File: src/rtl/block_killer_pkg.sv
// ---------------------------------------------------------------------------
// block_killer_pkg
// Shared encodings for the move-command path between State_Ctrl,
// Keyboard_Ctrl, the move_cmd_scheduler and Game_Ctrl:
//   - command codes carried on cmd_code
//   - game_state encodings driven by State_Ctrl
//   - scheduler FSM states
//   - grav_period(): gravity period for a given level
// ---------------------------------------------------------------------------
package block_killer_pkg;

  localparam logic [1:0] CMD_LEFT    = 2'd0;
  localparam logic [1:0] CMD_RIGHT   = 2'd1;
  localparam logic [1:0] CMD_DOWN    = 2'd2;
  localparam logic [1:0] CMD_GRAVITY = 2'd3;

  localparam logic [1:0] GS_IDLE  = 2'd0;
  localparam logic [1:0] GS_PLAY  = 2'd1;
  localparam logic [1:0] GS_PAUSE = 2'd2;
  localparam logic [1:0] GS_OVER  = 2'd3;

  typedef enum logic {
    ST_IDLE  = 1'b0,
    ST_ISSUE = 1'b1
  } sched_state_e;

  // max(tick_div - lvl*lvl_step, min_div) in 32-bit unsigned arithmetic.
  // The reduction is compared against the headroom first so the
  // subtraction can never wrap.
  function automatic logic [31:0] grav_period(input logic [3:0]  lvl,
                                              input logic [31:0] tick_div,
                                              input logic [31:0] lvl_step,
                                              input logic [31:0] min_div);
    logic [31:0] red;
    red = {28'd0, lvl} * lvl_step;
    if (red >= tick_div - min_div) return min_div;
    return tick_div - red;
  endfunction

endpackage

File: src/rtl/move_cmd_scheduler_cmd_fifo.sv
// ---------------------------------------------------------------------------
// cmd_fifo
// Synchronous FIFO holding 2-bit key command codes.
// Ports:
//   clk_i, rst_i   clock, synchronous active-high reset
//   flush_i        empties the queue on the next edge
//   push_i, data_i write request and data (ignored when full unless a pop
//                  happens in the same cycle)
//   pop_i          read request (ignored when empty)
//   data_o         current head entry (combinational)
//   full_o,empty_o status flags
// DEPTH must be a power of two, >= 2.
// ---------------------------------------------------------------------------
module cmd_fifo #(
  parameter int DEPTH = 4
) (
  input  logic       clk_i,
  input  logic       rst_i,
  input  logic       flush_i,
  input  logic       push_i,
  input  logic       pop_i,
  input  logic [1:0] data_i,
  output logic [1:0] data_o,
  output logic       full_o,
  output logic       empty_o
);

  localparam int AW = $clog2(DEPTH);

  logic [1:0]  mem_q [DEPTH];
  logic [AW:0] wr_ptr_q, rd_ptr_q;
  logic        do_push, do_pop;

  // Pointers carry one extra wrap bit to tell full from empty.
  assign empty_o = (wr_ptr_q == rd_ptr_q);
  assign full_o  = (wr_ptr_q[AW] != rd_ptr_q[AW]) &&
                   (wr_ptr_q[AW-1:0] == rd_ptr_q[AW-1:0]);
  assign do_pop  = pop_i && !empty_o;
  // A push into a full queue is still legal when the head leaves this cycle.
  assign do_push = push_i && (!full_o || do_pop);
  assign data_o  = mem_q[rd_ptr_q[AW-1:0]];

  always_ff @(posedge clk_i) begin
    if (rst_i || flush_i) begin
      wr_ptr_q <= '0;
      rd_ptr_q <= '0;
    end else begin
      if (do_push) wr_ptr_q <= wr_ptr_q + {{AW{1'b0}}, 1'b1};
      if (do_pop)  rd_ptr_q <= rd_ptr_q + {{AW{1'b0}}, 1'b1};
    end
  end

  always_ff @(posedge clk_i) begin
    if (do_push) mem_q[wr_ptr_q[AW-1:0]] <= data_i;
  end

endmodule

File: src/rtl/move_cmd_scheduler.sv
// ---------------------------------------------------------------------------
// move_cmd_scheduler
// Merges queued keyboard moves and the periodic gravity tick into one
// valid/ready command stream towards Game_Ctrl. Gravity beats queued keys;
// keys leave in arrival order. Gravity speeds up with the level.
// Ports:
//   CLK_50M, RST      clock, synchronous active-high reset
//   game_state        0=IDLE 1=PLAY 2=PAUSE 3=OVER
//   *_key_press       one-cycle key pulses (DOWN > LEFT > RIGHT)
//   level_up          one-cycle pulse, level saturates at 15
//   cmd_valid/code    command to the game core, held until cmd_ready
//   cmd_ready         game core accepts the command
//   level             current level
//   overflow          sticky: a key or gravity tick was dropped
// Build option: define SOFT_DROP_RESET_EN to restart the gravity count
// (and drop any pending tick) whenever a DOWN command is accepted.
// ---------------------------------------------------------------------------
module move_cmd_scheduler
  import block_killer_pkg::*;
#(
  parameter int unsigned TICK_DIV   = 25000000,
  parameter int unsigned LEVEL_STEP = 2000000,
  parameter int unsigned MIN_DIV    = 5000000,
  parameter int          FIFO_DEPTH = 4
) (
  input  logic       CLK_50M,
  input  logic       RST,
  input  logic [1:0] game_state,
  input  logic       left_key_press,
  input  logic       right_key_press,
  input  logic       down_key_press,
  input  logic       level_up,
  output logic       cmd_valid,
  output logic [1:0] cmd_code,
  input  logic       cmd_ready,
  output logic [3:0] level,
  output logic       overflow
);

  sched_state_e state_q;
  logic         cmd_valid_q;
  logic [1:0]   cmd_code_q;
  logic [3:0]   level_q, level_d;
  logic         overflow_q, overflow_d;
  logic [31:0]  cnt_q, cnt_d;
  logic [31:0]  period_q;
  logic         grav_pend_q, grav_pend_d;
  logic [1:0]   gs_prev_q;

  logic         in_play, start_play;
  logic         key_any, key_multi, key_push;
  logic [1:0]   key_code;
  logic         tick_fire, sel_grav, fifo_pop;
  logic         fifo_full, fifo_empty;
  logic [1:0]   fifo_head;

  assign in_play    = (game_state == GS_PLAY);
  assign start_play = (gs_prev_q == GS_IDLE) && in_play;

  assign key_any   = left_key_press | right_key_press | down_key_press;
  assign key_multi = (left_key_press & right_key_press) |
                     (left_key_press & down_key_press)  |
                     (right_key_press & down_key_press);
  assign key_push  = in_play && key_any;
  assign key_code  = down_key_press ? CMD_DOWN :
                     left_key_press ? CMD_LEFT : CMD_RIGHT;

  // >= rather than == so a period that shrinks below the running count
  // fires on the next cycle instead of wrapping the full 32-bit range.
  assign tick_fire = in_play && (cnt_q >= period_q - 32'd1);
  assign sel_grav  = (state_q == ST_IDLE) && in_play && grav_pend_q;
  assign fifo_pop  = (state_q == ST_IDLE) && in_play && !grav_pend_q && !fifo_empty;

  cmd_fifo #(
    .DEPTH (FIFO_DEPTH)
  ) u_fifo (
    .clk_i   (CLK_50M),
    .rst_i   (RST),
    .flush_i (!in_play),
    .push_i  (key_push),
    .pop_i   (fifo_pop),
    .data_i  (key_code),
    .data_o  (fifo_head),
    .full_o  (fifo_full),
    .empty_o (fifo_empty)
  );

`ifdef SOFT_DROP_RESET_EN
  logic soft_drop;
  assign soft_drop = in_play && cmd_valid_q && cmd_ready && (cmd_code_q == CMD_DOWN);
`endif

  always_comb begin
    cnt_d = cnt_q;
    case (game_state)
      GS_PLAY:  cnt_d = tick_fire ? 32'd0 : cnt_q + 32'd1;
      GS_PAUSE: cnt_d = cnt_q;
      default:  cnt_d = 32'd0;
    endcase

    grav_pend_d = grav_pend_q;
    if (!in_play) begin
      grav_pend_d = 1'b0;
    end else begin
      if (sel_grav)  grav_pend_d = 1'b0;
      if (tick_fire) grav_pend_d = 1'b1;
    end

`ifdef SOFT_DROP_RESET_EN
    if (soft_drop) begin
      cnt_d       = 32'd0;
      grav_pend_d = 1'b0;
    end
`endif

    level_d = level_q;
    if (level_up && (level_q != 4'd15)) level_d = level_q + 4'd1;
    if (start_play) level_d = 4'd0;

    overflow_d = overflow_q;
    if (start_play) overflow_d = 1'b0;
    // A tick only counts as lost when the pending one is not being
    // consumed on this same edge.
    if (in_play && ((key_any && key_multi) ||
                    (key_push && fifo_full && !fifo_pop) ||
                    (tick_fire && grav_pend_q && !sel_grav)))
      overflow_d = 1'b1;
  end

  always_ff @(posedge CLK_50M) begin
    if (RST) begin
      cnt_q       <= 32'd0;
      grav_pend_q <= 1'b0;
      level_q     <= 4'd0;
      overflow_q  <= 1'b0;
      period_q    <= grav_period(4'd0, 32'(TICK_DIV), 32'(LEVEL_STEP), 32'(MIN_DIV));
      gs_prev_q   <= GS_IDLE;
    end else begin
      cnt_q       <= cnt_d;
      grav_pend_q <= grav_pend_d;
      level_q     <= level_d;
      overflow_q  <= overflow_d;
      period_q    <= grav_period(level_q, 32'(TICK_DIV), 32'(LEVEL_STEP), 32'(MIN_DIV));
      gs_prev_q   <= game_state;
    end
  end

  // Issue FSM: one idle cycle between commands, outputs registered.
  always_ff @(posedge CLK_50M) begin
    if (RST) begin
      state_q     <= ST_IDLE;
      cmd_valid_q <= 1'b0;
      cmd_code_q  <= CMD_LEFT;
    end else if (!in_play) begin
      state_q     <= ST_IDLE;
      cmd_valid_q <= 1'b0;
    end else begin
      case (state_q)
        ST_IDLE: begin
          if (sel_grav) begin
            cmd_code_q  <= CMD_GRAVITY;
            cmd_valid_q <= 1'b1;
            state_q     <= ST_ISSUE;
          end else if (fifo_pop) begin
            cmd_code_q  <= fifo_head;
            cmd_valid_q <= 1'b1;
            state_q     <= ST_ISSUE;
          end
        end
        ST_ISSUE: begin
          if (cmd_ready) begin
            cmd_valid_q <= 1'b0;
            state_q     <= ST_IDLE;
          end
        end
        default: state_q <= ST_IDLE;
      endcase
    end
  end

  assign cmd_valid = cmd_valid_q;
  assign cmd_code  = cmd_code_q;
  assign level     = level_q;
  assign overflow  = overflow_q;

endmodule

File: config.mk
export PLATFORM = sky130hd
export DESIGN_NAME = move_cmd_scheduler
export DESIGN_NICKNAME = d
export VERILOG_FILES = /design/src/rtl/block_killer_pkg.sv /design/src/rtl/move_cmd_scheduler_cmd_fifo.sv /design/src/rtl/move_cmd_scheduler.sv
export SDC_FILE = /design/constraint.sdc
export NUM_CORES = 1
export LEC_CHECK = 0
export BUFFER_PORTS_ARGS = -buffer_cell sky130_fd_sc_hd__buf_2
export CORE_AREA = 2 2 103 105
export CTS_CLUSTER_SIZE = 16
export DETAILED_ROUTE_END_ITERATION = 6
export DIE_AREA = 0 0 105 107
export PLACE_DENSITY = 0.68
export SYNTH_ARGS = -nofsm -noshare
export SYNTH_HDL_FRONTEND = slang
export SYNTH_SLANG_ARGS = --single-unit
File: constraint.sdc
create_clock -name CLK_50M -period 10.65 [get_ports CLK_50M]
set_input_delay 1.5975 -clock CLK_50M [delete_from_list [all_inputs] [get_ports CLK_50M]]
set_output_delay 1.5975 -clock CLK_50M [all_outputs]
set_load 0.1 [all_outputs]
Yosys cells after proc, flatten, opt, wreduce, memory -nomap -nowiden
Memories as Yosys holds them, arrays and structs flattened. A register that Yosys moved wholly into a read port is not among the register bits.
Index checks and enable logic that the tools add are counted.
{"block": "totals", "inputBits": 9, "reg_bits": 82, "output_inout_bits": 8, "ramBits": 8, "elab_cells": 99, "mem_count": 1}
{"name": "u_fifo.mem_q", "words": 4, "word_bits": 2, "read_ports": 1, "rd_ports_with_merged_regs": 1, "write_ports": 1, "line_no": "move_cmd_scheduler_cmd_fifo.sv:30", "rtl": "logic [1:0] mem_q [DEPTH];"}
{"block": "op_classes", "n_mux": 26, "n_lt_le_gt_ge": 2, "n_addsub": 6, "reduce_logical": 35, "mul": 1, "eq_ne": 8, "bitwise": 9}
{"op": "$mux W32", "count": 3}
{"op": "$pmux W32 S2", "count": 1}
{"op": "$add A32 B1 Y32 const B", "count": 1}
{"op": "$ge A32 B32 Y1", "count": 1}
{"op": "$sub A32 B1 Y32 const B", "count": 1}
{"op": "$sub A25 B25 Y26 const A", "count": 1}
{"op": "$ge A25 B25 Y1 const B", "count": 1}
{"op": "$mul A4 B14 Y18 const B", "count": 1}
{"op": "$logic_and A1 B1 Y1", "count": 17}
{"op": "$mux W1", "count": 15}
{"op": "$mux W2", "count": 5}
{"op": "$add A3 B1 Y3 const B", "count": 2}
{"op": "$logic_not A1 Y1", "count": 6}
{"op": "$reduce_bool A2 Y1", "count": 3}
{"op": "$add A4 B1 Y4 const B", "count": 1}
{"op": "$logic_or A1 B1 Y1", "count": 4}
{"op": "$ne A4 B4 Y1 const B", "count": 1}
{"op": "$or A1 B1 Y1", "count": 4}
{"op": "$pmux W1 S2", "count": 2}
{"op": "$reduce_or A2 Y1", "count": 2}
{"op": "$and A1 B1 Y1", "count": 3}
{"op": "$eq A3 B3 Y1", "count": 1}
{"op": "$ne A3 B3 Y1 const B", "count": 1}
{"op": "$reduce_and A3 Y1", "count": 1}
{"op": "8 further kinds", "count": 9}

Depth between registers and ports, before layout
Gate-level depths: netlist (run 1).
{"block": "depth", "ltp_word": 10, "depth_mapped": 12, "ltp_nobuf": 11}

By module
Synthesis (run 1) repeated with hierarchy kept, for this count alone.
{"block": "hier_totals", "hier_cells": 611, "area_unflattened_um2": 5281.3}
{"mod": "move_cmd_scheduler", "instances": 1, "seq_area_each_um2": 1261.2, "area_per_inst_um2": 4506.8, "cells_per_inst": 546}
{"mod": "cmd_fifo", "instances": 1, "seq_area_each_um2": 400.4, "area_per_inst_um2": 774.5, "cells_per_inst": 65}

Least setup slack after synthesis (run 1)
No wires, ideal clock.
{"block": "synth_timing", "path_type": "register to register", "start": "register level_q[1] (netlist: level[1])", "end": "register period_q[8]", "path_buffers": 1, "setup_ns": 0.115, "setup_slack_ns": 6.159, "stages_incl_launch_ff": 13, "required_time_ns": 10.535, "period_less_slack_ns": 4.491, "arrival_ns": 4.376, "cell_sequence": "dfxtp_1 > inv_1 > ha_1 > fa_1 > inv_1 > fa_1 > inv_2 > or4_1 > a31oi_1 > o32ai_1 > o211a_1 > clkbuf_1 > o21a_1"}
{"block": "synth_via", "elab_chain_cells": 5, "word_cells_on_any_way": 6, "classes_between": "add/sub (1); mul (1); order compare (1); mux (3)"}
{"element": "from (decl)", "line_no": "move_cmd_scheduler.sv:43", "rtl": "logic [3:0] level_q, level_d;"}
{"element": "from (signal assigned)", "line_no": "move_cmd_scheduler.sv:141", "rtl": "level_q <= level_d;"}
{"element": "$mul A4 B14 Y18 (*)", "line_no": "block_killer_pkg.sv:35", "rtl": "red = {28'd0, lvl} * lvl_step;"}
{"element": "$ge A25 B25 Y1", "line_no": "block_killer_pkg.sv:36", "rtl": "if (red >= tick_div - min_div) return min_div;"}
{"element": "$mux W1", "line_no": "block_killer_pkg.sv:36"}
{"element": "$mux W1", "line_no": "move_cmd_scheduler.sv:131", "rtl": "if (RST) begin"}
{"element": "$mux W32 (*)", "line_no": "block_killer_pkg.sv:37", "rtl": "return tick_div - red;"}
{"element": "to (signal assigned)", "line_no": "move_cmd_scheduler.sv:136", "rtl": "period_q <= grav_period(4'd0, 32'(TICK_DIV), 32'(LEVEL_STEP), 32'(MIN_DIV));"}
{"element": "to (signal assigned)", "line_no": "move_cmd_scheduler.sv:143", "rtl": "period_q <= grav_period(level_q, 32'(TICK_DIV), 32'(LEVEL_STEP), 32'(MIN_DIV));"}
{"element": "to (decl)", "line_no": "move_cmd_scheduler.sv:46", "rtl": "logic [31:0] period_q;"}
Mark *: on every way between the ends. The rest lies on a longest branch, timed or not. The select of a mux whose other input is x is not followed.
A chain may end at the register's enable or synchronous reset.

Final worst setup path (run 1)
{"block": "layout_timing", "start": "register level_q[1] (netlist: level[1])", "end": "register period_q[10]"}
The elaborated chain is that of the path after synthesis.

==> metrics.yaml, run 1 <==
outcome:
  status: "complete, no violations"
synth:
  yosys.area.top_type_share_pct: 28.2
  synth_edf_count: 8
  yosys_warnings: 0
  synth_fp_nets: 643
  netlist_instances: 577
  yosysMostFrequentCell: "dfxtp_1"
  syn_avg_cell_area_sq_um: 8.73
  netlist_top_cells_area: "dfxtp_1 (28%), ha_1 (13%), edfxtp_1 (4.8%)"
  synthTopCellsByCount: "dfxtp_1 (71), nand2_1 (62), ha_1 (52)"
  yosys.area.top_type: "dfxtp_1"
  synthFlopType: "dfxtp_1"
  async_flop_share_pct: 0
  seq_area_frac_synth_pct: 33.0
  ys_ff_latch: 79
  syn-cell-area_sq_um: 5040
  synthDistinctLibCells: 68
timing:
  worstMarginPinSlew_ns: 1.05
  setup_viol: 0
  max_freq_ghz: 0.253
  hold_viol_final: 0
  finalClockSkew_ns: 0.0144
  grt_setup_unrepaired: "false"
  setup_ws_ns: 6.70
  drv_slew: 0
  finalSetupTns_ns: 0
  fin_crit_ns: 3.95
  maxSlewHeadroom_pct: 29.9
  period_share_pct: 37.1
setup_path:
  slowest_stage: "dfxtp_1"
  worst_setup_path_end_kind: "flip-flop"
  worstPathMaxFanout: 12
  path_cells: "inv_1 > ha_1 > fa_1 > inv_1 > fa_1 > inv_2 > or4_1 > a31oi_1 > o32ai_1 > o211a_1 > nor4_1"
  required_ns: 10.93
  crit_family: "adder cells"
  cp_num_buf_inv: 3
  r2r_setup_slack_ns: 6.70
  cp-start-kind: "flip-flop"
  critPathMaxStageDelay_ns: 0.62
  critical_path_class: "reg2reg"
  arrival_ns: 4.23
cts:
  cts_sinks: 79
  cts.htree.levels: 3
  clk_pin_slew_worst_paths_ns: 0.10
  clockBufferDepth: 2
  cts_tree: "yes"
  cts_buffers: 9
  cts_root_buf: "clkbuf_8"
  cts-resized-gates: 0
  worstSkewPairLatency_ns: 0.37
  hold_buffers: 0
  postCtsSetupBuffers: 0
route:
  drt-vias-per-instance: 5.82
  drc_errors: 0
  wl_per_cell_um: 15.3
  num_vias: 4234
  drt_iter0_drc: 235
  dr.pass1.iters: 5
  final_antenna_net_count: 0
  routed_wl_um: 11100
global_route:
  antenna_found_initial: 0
  grt_max_degree: 40
  grt_pass1_wl_um: 19400
  globalRouteOverflowTotal: 0
  grt_pass1_vias: 4185
  track_usage_pct: 21.0
place:
  detailed_place_hpwl_um: 7930
  gp_congestion: 0.849
  post-place-ws_ns: 6.70
  io_buffers: 16
final_layout:
  syn_to_final_growth_pct: 7.58
  diodes: 0
  nNetsFinal: 652
  finish.utilization_pct: 53.7
  drive_above_1_share_pct: 8.12
floorplan:
  die-area_sq_um: 11200
  io-pin-count: 17
  rows: 37
  coreArea_sq_um: 10100
  start_util_pct: 49.9
  fp.dieW_um: 105
  die_h_um: 107
power_and_ir_drop:
  p_sw_mw: 0.182
  vdd_ir_drop_max_mv: 0.0766
  pwr-share-clk_pct: 36.9
  p_int_mw: 0.424
  p_comb_share_pct: 11.5
  swShare_pct: 30.1
  p_leak_nw: 2.12
  seq_power_share_pct: 51.5
  pwr_density_cell_nw_per_um2: 112
min_path:
  hold_class: "reg2reg"
job:
  max_cap_violations: 0
cell usage in the layout, fill, tap and decap left out, drive strengths merged, types with 5 or more instances in the layout:
cell type and count:
fa 5, dfxtp 71, and2 10, and3 5, o21ai 16, o211ai 6
or4 13, buf 18, or2 6, nor4 8, nand3 26, xor2 9
inv 39, nor2b 6, edfxtp 8, nand2 62, nor2 31, xnor2 17
nor3 16, a31oi 22, a21oi 30, and4 8, clkbuf 9, a211o 5
nand4 24, ha 52
final timing paths:
kind                                   to              startpoint  depth (start not counted)
setup reg to reg  period_q[10]$_SDFF_PP0_   level[1]$_SDFFE_PP0P_                         11
setup / recovery  period_q[10]$_SDFF_PP0_   level[1]$_SDFFE_PP0P_                         11
hold reg to reg    cmd_valid$_SDFFE_PP0P_  cmd_valid$_SDFFE_PP0P_                          2
hold / removal     cmd_valid$_SDFFE_PP0P_  cmd_valid$_SDFFE_PP0P_                          2
power groups by stage:
stage	clock, mW	sequential (mW)	combinational [mW]
floorplan	0	0.325	0.0474
global placement	0	0.319	0.0681
detailed placement	0	0.319	0.0696
CTS	0.232	0.313	0.0701
global route	0.241	0.314	0.0787
finish	0.224	0.312	0.0699
metrics by stage:
| step | cell area [sq um] | cells | power, mW | hold WS (ns) |
|---|---|---|---|---|
| final | 5420 | 727 | 0.606 | 0.467 |
| after global routing | 5420 | 727 | 0.634 | 0.502 |
| after CTS | 5420 | 727 | 0.614 | 0.472 |
| after detailed placement | 5220 | 711 | 0.389 | 0.458 |
| after global placement | 5220 | 711 | 0.387 | 0.459 |
| after floorplan | 5040 | 577 | 0.372 | 0.454 |
registers in the layout, summed over array words and instances, names as in the netlist, named ones only:
register,count
period_q,19
cmd_code,2
u_fifo.mem_q,8
cnt_q,32
gs_prev_q,2
u_fifo.wr_ptr_q,3
grav_pend_q,1
cmd_valid,1
u_fifo.rd_ptr_q,3
level,4
state_q,1
overflow,1
worst register-to-register path, cell delays in order (launching register included):
cell     delay, ns
dfxtp_1       0.62
inv_1         0.24
ha_1          0.37
fa_1          0.53
inv_1         0.06
fa_1          0.60
inv_2         0.05
or4_1         0.46
a31oi_1       0.15
o32ai_1       0.13
o211a_1       0.38
nor4_1        0.28
cells by family (layout without fill, tap and decap cells):
family,count (synthesis),count (layout),synth area share [%]
AOI/OAI and AO/OA,116,116,15.8
xor gates and xnor gates,26,26,4.52
adders and majority gates,58,58,15.1
buffers and inverters,55,69,4.30
DFF,79,79,33.0
muxes,5,5,1.49
other,1,1,0.0745
and+or+nand+nor,237,237,25.7
metal layers:
| layer | wire (um) | track usage (%) | vias to the layer above | part of all wire (%) |
|---|---|---|---|---|
| li1 | - | - | 2149 | - |
| met1 | 5200 | 27.2 | 2004 | 47 |
| met2 | 5400 | 35.6 | 73 | 49 |
| met3 | 423 | 3.95 | 8 | 3.8 |
| met4 | 85 | 6.67 | 0 | 0.77 |
| met5 | 0 | 0 | - | 0 |
area by class of cell:
cell class	instances	area, sq um
clock buffer	9	124
clock inverter	7	75.1
fill	989	4670
inverter	35	131
multi-input combinational	443	3160
sequential	79	1660
tap	136	170
timing repair buffer	18	95.1
Power figures use the tool's default switching activity.
==> run 2, diff against run 1 <==
--- a/config.mk
+++ b/config.mk
@@ -10,7 +10,7 @@
 export CTS_CLUSTER_SIZE = 16
 export DETAILED_ROUTE_END_ITERATION = 6
 export DIE_AREA = 0 0 105 107
-export PLACE_DENSITY = 0.68
+export PLACE_DENSITY = 0.71
 export SYNTH_ARGS = -nofsm -noshare
 export SYNTH_HDL_FRONTEND = slang
 export SYNTH_SLANG_ARGS = --single-unit
==> constraint.sdc (replaced) <==
create_clock -name CLK_50M -period 3.45 [get_ports CLK_50M]
set_input_delay 0.5175 -clock CLK_50M [delete_from_list [all_inputs] [get_ports CLK_50M]]
set_output_delay 0.5175 -clock CLK_50M [all_outputs]
set_load 0.1 [all_outputs]
==> metrics.yaml, run 2 (synthesis gave the netlist of run 1 again) <==
global_route:
  use_met2_pct: 34.5  # -1.1 points
  use_met1_pct: 24.6  # -2.6 points
  grt_pass1_wl_um: 18200  # -6.1%
  globalRouteOverflowTotal: 0  # unchanged
  grt_max_degree: 39  # -2.5%
  antenna_found_initial: 0  # unchanged
  grt-busiest-layer: "met2"
  track_usage_pct: 19.9  # -1.2 points
  grt_pass1_vias: 4052  # -3.2%
  grtUsageMet3_pct: 4.19  # +0.24 points
power_and_ir_drop:
  pwr_density_cell_nw_per_um2: 331  # +200%
  p_leak_nw: 2.18  # +2.7%
  vdd_ir_drop_max_mv: 0.206  # +170%
  total_power_mw: 1.84  # +200%
final_layout:
  drive_above_1_share_pct: 12.1  # +3.9 points
  largest_reg_flops: 32  # unchanged
  largest-register: "cnt_q"
  syn_to_final_growth_pct: 10.5
  multiInputGateArea_sq_um: 3210  # +1.4%
  nNetsFinal: 666  # +2.1%
  final_cell_mix: "dfxtp_1 (67), nand2_1 (62), ha_1 (51), inv_1 (32), nor2_1 (31)"
  final_common_cell: "dfxtp_1"
  diodes: 0  # unchanged
  fillers: 949  # -4.0%
  finish.utilization_pct: 55.1  # +1.5 points
  seqCellArea_sq_um: 1670  # +0.75%
  stdcell_count: 741  # +1.9%
setup_path:
  timing.rr.start: "level[2]$_SDFFE_PP0P_"
  critical_path_class: "reg2reg"
  cp-start-kind: "flip-flop"
  r2r_cells: 9  # -2
  required_ns: 3.72  # -7.21 ns
  arrival_ns: 3.62  # -0.61 ns
  worst_setup_path_end_kind: "flip-flop"
  r2r_setup_slack_ns: 0.10  # -6.60 ns
  worstPathMaxFanout: 11  # -1
  r2r-end: "period_q[10]$_SDFF_PP0_"
cts:
  cts_buffers: 9  # unchanged
  clk_pin_slew_worst_paths_ns: 0.09  # about the same
  cts_tree: "yes"
  clockBufferDepth: 2  # unchanged
  hold_buffers: 0  # unchanged
  worstSkewPairLatency_ns: 0.36  # about the same
  cts_root_buf: "clkbuf_8"
  cts.htree.levels: 3  # unchanged
  cts_sinks: 79  # unchanged
timing:
  maxSlewHeadroom_pct: 42.3  # +12 points
  setup_viol: 0  # unchanged
  hold_viol_final: 0  # unchanged
  period_share_pct: 97.1  # +60 points
  grt_setup_unrepaired: "true"
  finalClockSkew_ns: 0.0161  # +0.00166 ns
  finalSetupTns_ns: 0  # unchanged
  drv_slew: 0  # unchanged
  max_freq_ghz: 0.299  # +18%
  fin_crit_ns: 3.35  # -0.602 ns
  worstMarginPinSlew_ns: 0.859  # -0.190 ns
min_path:
  hold_path_depth: 2  # unchanged
  holdPathEnd: "gs_prev_q[1]$_SDFF_PP0_"
  min_from: "game_state[1]"
  hold_class: "in2reg"
route:
  drc_errors: 0  # unchanged
  dr.pass1.iters: 5  # unchanged
  wl_per_cell_um: 14.9  # -2.6%
  drt_iter0_drc: 164  # -30%
  final_antenna_net_count: 0  # unchanged
  num_vias: 4345  # +2.6%
  routed_wl_um: 11000  # -0.74%
  drt-vias-per-instance: 5.86  # +0.68%
place:
  io_buffers: 16  # unchanged
  gp_congestion: 0.838  # -1.3%
  placed_cells: 721  # +1.4%
  detailed_place_hpwl_um: 7930  # about the same
floorplan:
  coreArea_sq_um: 10100  # unchanged
  die-area_sq_um: 11200  # unchanged
  rows: 37  # unchanged
  fp.dieW_um: 105  # unchanged
  die_h_um: 107  # unchanged
  start_util_pct: 49.9  # unchanged
  io-pin-count: 17  # unchanged
outcome:
  status: "complete, no violations"
job:
  max_cap_violations: 0  # unchanged
-- run 2: timing repair --
item / CTS / global route
gates resized for setup: 1 / 4
setup endpoints to repair: 1 / 12
setup buffers: 0 / 4
pin swaps: 0 / 1
-- run 2: power breakdown --
| part | total, mW | internal (mW) | switching, mW |
|---|---|---|---|
| clock | 0.647 | 0.270 | 0.377 |
| sequential | 0.959 | 0.947 | 0.0125 |
| combinational | 0.236 | 0.0861 | 0.150 |
| total | 1.84 | 1.30 | 0.540 |
-- run 2: final cells by class --
class	instances	area share (%)
repair buffers	32	3.60
clock inverters	7	0.989
well taps	136	3.06
multi-input cells	443	57.6
flip-flops and latches	79	30.1
clock buffers	9	2.23
inverters	35	2.45
-- run 2: how the worst max path moves through the flow --
stage / start / cells past startpoint / to
global route: level[1]$_SDFFE_PP0P_ / 11 / period_q[10]$_SDFF_PP0_
detailed placement: level[1]$_SDFFE_PP0P_ / 11 / period_q[10]$_SDFF_PP0_
CTS: level[2]$_SDFFE_PP0P_ / 11 / period_q[10]$_SDFF_PP0_
finish: level[2]$_SDFFE_PP0P_ / 9 / period_q[10]$_SDFF_PP0_
global placement: level[2]$_SDFFE_PP0P_ / 11 / period_q[10]$_SDFF_PP0_
floorplan: level[2]$_SDFFE_PP0P_ / 12 / period_q[8]$_SDFF_PP0_
-- run 2: layer usage --
metal / part of all wire (%) / vias up / wire [um]
met5: 0 / - / 0
met4: 1.2 / 0 / 127
met3: 4.6 / 14 / 505
met2: 49 / 100 / 5400
met1: 45 / 2050 / 4990
li1: - / 2181 / -
-- run 2: stage by stage --
stage / setup WS, ns / instance area (sq um) / hold WS (ns)
2_1_floorplan: 0.0189 / 5080 / 0.454
3_3_place_gp: 0.139 / 5330 / 0.457
3_5_place_dp: 0.0145 / 5330 / 0.472
4_1_cts: 0.0330 / 5510 / 0.419
5_1_grt: -0.0319 / 5570 / 0.422
6_report: 0.100 / 5570 / 0.427
-- run 2: worst max-delay path, stage by stage (launching register included) --
cell and delay [ns]:
dfxtp_4 0.38, buf_4 0.15, fa_1 0.55, fa_1 0.43, ha_1 0.35, a21o_1 0.21
and4b_1 0.20, or3_1 0.42, o211a_4 0.33, nor4_2 0.24
==> run 3, diff against run 2 <==
--- a/config.mk
+++ b/config.mk
@@ -11,6 +11,7 @@
 export DETAILED_ROUTE_END_ITERATION = 6
 export DIE_AREA = 0 0 105 107
 export PLACE_DENSITY = 0.71
+export SETUP_SLACK_MARGIN = 0.2
 export SYNTH_ARGS = -nofsm -noshare
 export SYNTH_HDL_FRONTEND = slang
 export SYNTH_SLANG_ARGS = --single-unit
==> metrics.yaml, run 3 (synthesis gave the netlist of run 1 again) <==
power_and_ir_drop:
  pwr_density_cell_nw_per_um2: 343  # +3.7%
  p_leak_nw: 2.20  # +1.3%
  vdd_ir_drop_max_mv: 0.226  # +9.8%
  total_power_mw: 1.96  # +6.5%
final_layout:
  fillers: 906  # -4.5%
  stdcell_count: 743  # +0.27%
  syn_to_final_growth_pct: 13.4
  nNetsFinal: 668  # +0.30%
  largest_reg_flops: 32  # unchanged
  final_common_cell: "dfxtp_1"
  drive_above_1_share_pct: 14.7  # +2.6 points
  fin_area_sq_um: 5710  # +2.7%
  largest-register: "cnt_q"
  finish.utilization_pct: 56.6  # +1.5 points
  diodes: 0  # unchanged
  final_cell_mix: "dfxtp_1 (67), nand2_1 (62), ha_1 (49), inv_1 (32), nor2_1 (31)"
cts:
  cts_tree: "yes"
  hold_buffers: 0  # unchanged
  cts_root_buf: "clkbuf_8"
  clockBufferDepth: 2  # unchanged
  clk_pin_slew_worst_paths_ns: 0.10  # about the same
  worstSkewPairLatency_ns: 0.37  # about the same
  cts_buffers: 9  # unchanged
  cts_sinks: 79  # unchanged
  cts.htree.levels: 3  # unchanged
outcome:
  status: "complete, no violations"
global_route:
  grt_pass1_vias: 4298  # +6.1%
  track_usage_pct: 21.3  # +1.4 points
  globalRouteOverflowTotal: 0  # unchanged
  grt_pass1_wl_um: 19800  # +8.5%
  antenna_found_initial: 0  # unchanged
  grt_max_degree: 39  # unchanged
place:
  post-place-ws_ns: 0.0712  # +0.0567 ns
  gp_congestion: 0.838  # about the same
  placed_cells: 717  # -0.55%
  io_buffers: 16  # unchanged
  postPlaceCellArea_sq_um: 5300  # -0.56%
  detailed_place_hpwl_um: 8030  # +1.3%
timing:
  finalSetupTns_ns: 0  # unchanged
  max_freq_ghz: 0.307  # +2.9%
  setup_ws_ns: 0.194  # +0.0942 ns
  grt_setup_unrepaired: "true"
  fin_crit_ns: 3.26  # -0.0942 ns
  drv_slew: 0  # unchanged
  period_share_pct: 94.4  # -2.7 points
  whs_ns: 0.422  # -0.00479 ns
  setup_viol: 0  # unchanged
  finalClockSkew_ns: 0.0151  # -0.00102 ns
  worstMarginPinSlew_ns: 0.822  # -0.0371 ns
  hold_viol_final: 0  # unchanged
  maxSlewHeadroom_pct: 44.8  # +2.5 points
floorplan:
  fp.dieW_um: 105  # unchanged
  io-pin-count: 17  # unchanged
  start_util_pct: 49.9  # unchanged
  coreArea_sq_um: 10100  # unchanged
  die_h_um: 107  # unchanged
  die-area_sq_um: 11200  # unchanged
  rows: 37  # unchanged
route:
  drt-vias-per-instance: 5.92  # +1.0%
  drt_iter0_drc: 232  # +41%
  final_antenna_net_count: 0  # unchanged
  wl_per_cell_um: 15.7  # +5.2%
  routed_wl_um: 11600  # +5.5%
  num_vias: 4402  # +1.3%
  dr.pass1.iters: 5  # unchanged
  drc_errors: 0  # unchanged
job:
  max_cap_violations: 0  # unchanged
setup_path:
  path_cells: "fa_1 > fa_1 > ha_1 > a21o_1 > xnor2_1 > o32ai_4 > o211a_4 > nor3_1"
  worstPathMaxFanout: 6  # -5
  cp-start-kind: "flip-flop"
  critical_path_class: "reg2reg"
  cpMostUsedCell: "fa_1"
  arrival_ns: 3.52  # -0.10 ns
  required_ns: 3.72  # about the same
  slowest_stage: "fa_1"
  crit_family: "adder cells"
  cp_num_buf_inv: 0  # -1
  worst_setup_path_end_kind: "flip-flop"
  critPathMaxStageDelay_ns: 0.59  # +0.04 ns
min_path:
  hold_class: "in2reg"
run 3: cell count changes in the layout (fill, tap and decap cells not counted), moves of 2 or more:
cell     before  now
ha_1         51   49
nand3_2       0    5
o21ai_1      12   10
o21ai_2       0    2
or3_1         4    2
nand3_1      26   21
or3_4         0    2
run 3: layout make-up:
class / count / area, sq um / area share (%)
inverters: 35 / 139 / 2.43
well taps: 136 / 170 / 2.98
flip-flops and latches: 79 / 1670 / 29.3
clock inverters: 6 / 76.3 / 1.34
repair buffers: 33 / 208 / 3.64
clock buffers: 10 / 138 / 2.41
multi-input cells: 444 / 3310 / 57.9
run 3: per-layer routing:
layer	wire, um	GRT usage, %	vias up
met2	5700	36.5	112
li1	-	-	2188
met1	5240	26.8	2087
met3	517	3.89	15
met4	169	7.62	0
met5	0	0	-
run 3: path summary, 6_finish.rpt:
check	start	to	slack [ns]	cells past startpoint
worst max-delay path	level[1]$_SDFFE_PP0P_	period_q[17]$_SDFF_PP0_	0.19	8
worst min-delay path	cmd_ready	state_q$_SDFF_PP0_	0.42	3
worst max register to register	level[1]$_SDFFE_PP0P_	period_q[17]$_SDFF_PP0_	0.19	8
worst min register to register	cmd_valid$_SDFFE_PP0P_	cmd_valid$_SDFFE_PP0P_	0.46	2
run 3: worst reg2reg max path, stage by stage, from the launching register on:
cell and delay [ns]:
dfxtp_4 0.39, fa_1 0.59, fa_1 0.43, ha_1 0.35
a21o_1 0.21, xnor2_1 0.46, o32ai_4 0.20, o211a_4 0.32
nor3_1 0.21
run 3: power by group:
| group | switching [mW] | leakage (nW) | internal [mW] |
|---|---|---|---|
| clock network | 0.378 | 0.109 | 0.366 |
| logic | 0.162 | 1.44 | 0.0947 |
| registers | 0.0149 | 0.652 | 0.947 |
| total | 0.555 | 2.20 | 1.41 |
run 3: timing repair:
action,4_1_cts,5_1_grt
cloned,0,1
resized for setup,3,20
setup buffers,6,3
pin swaps,2,4
setup endpoints to repair,16,17
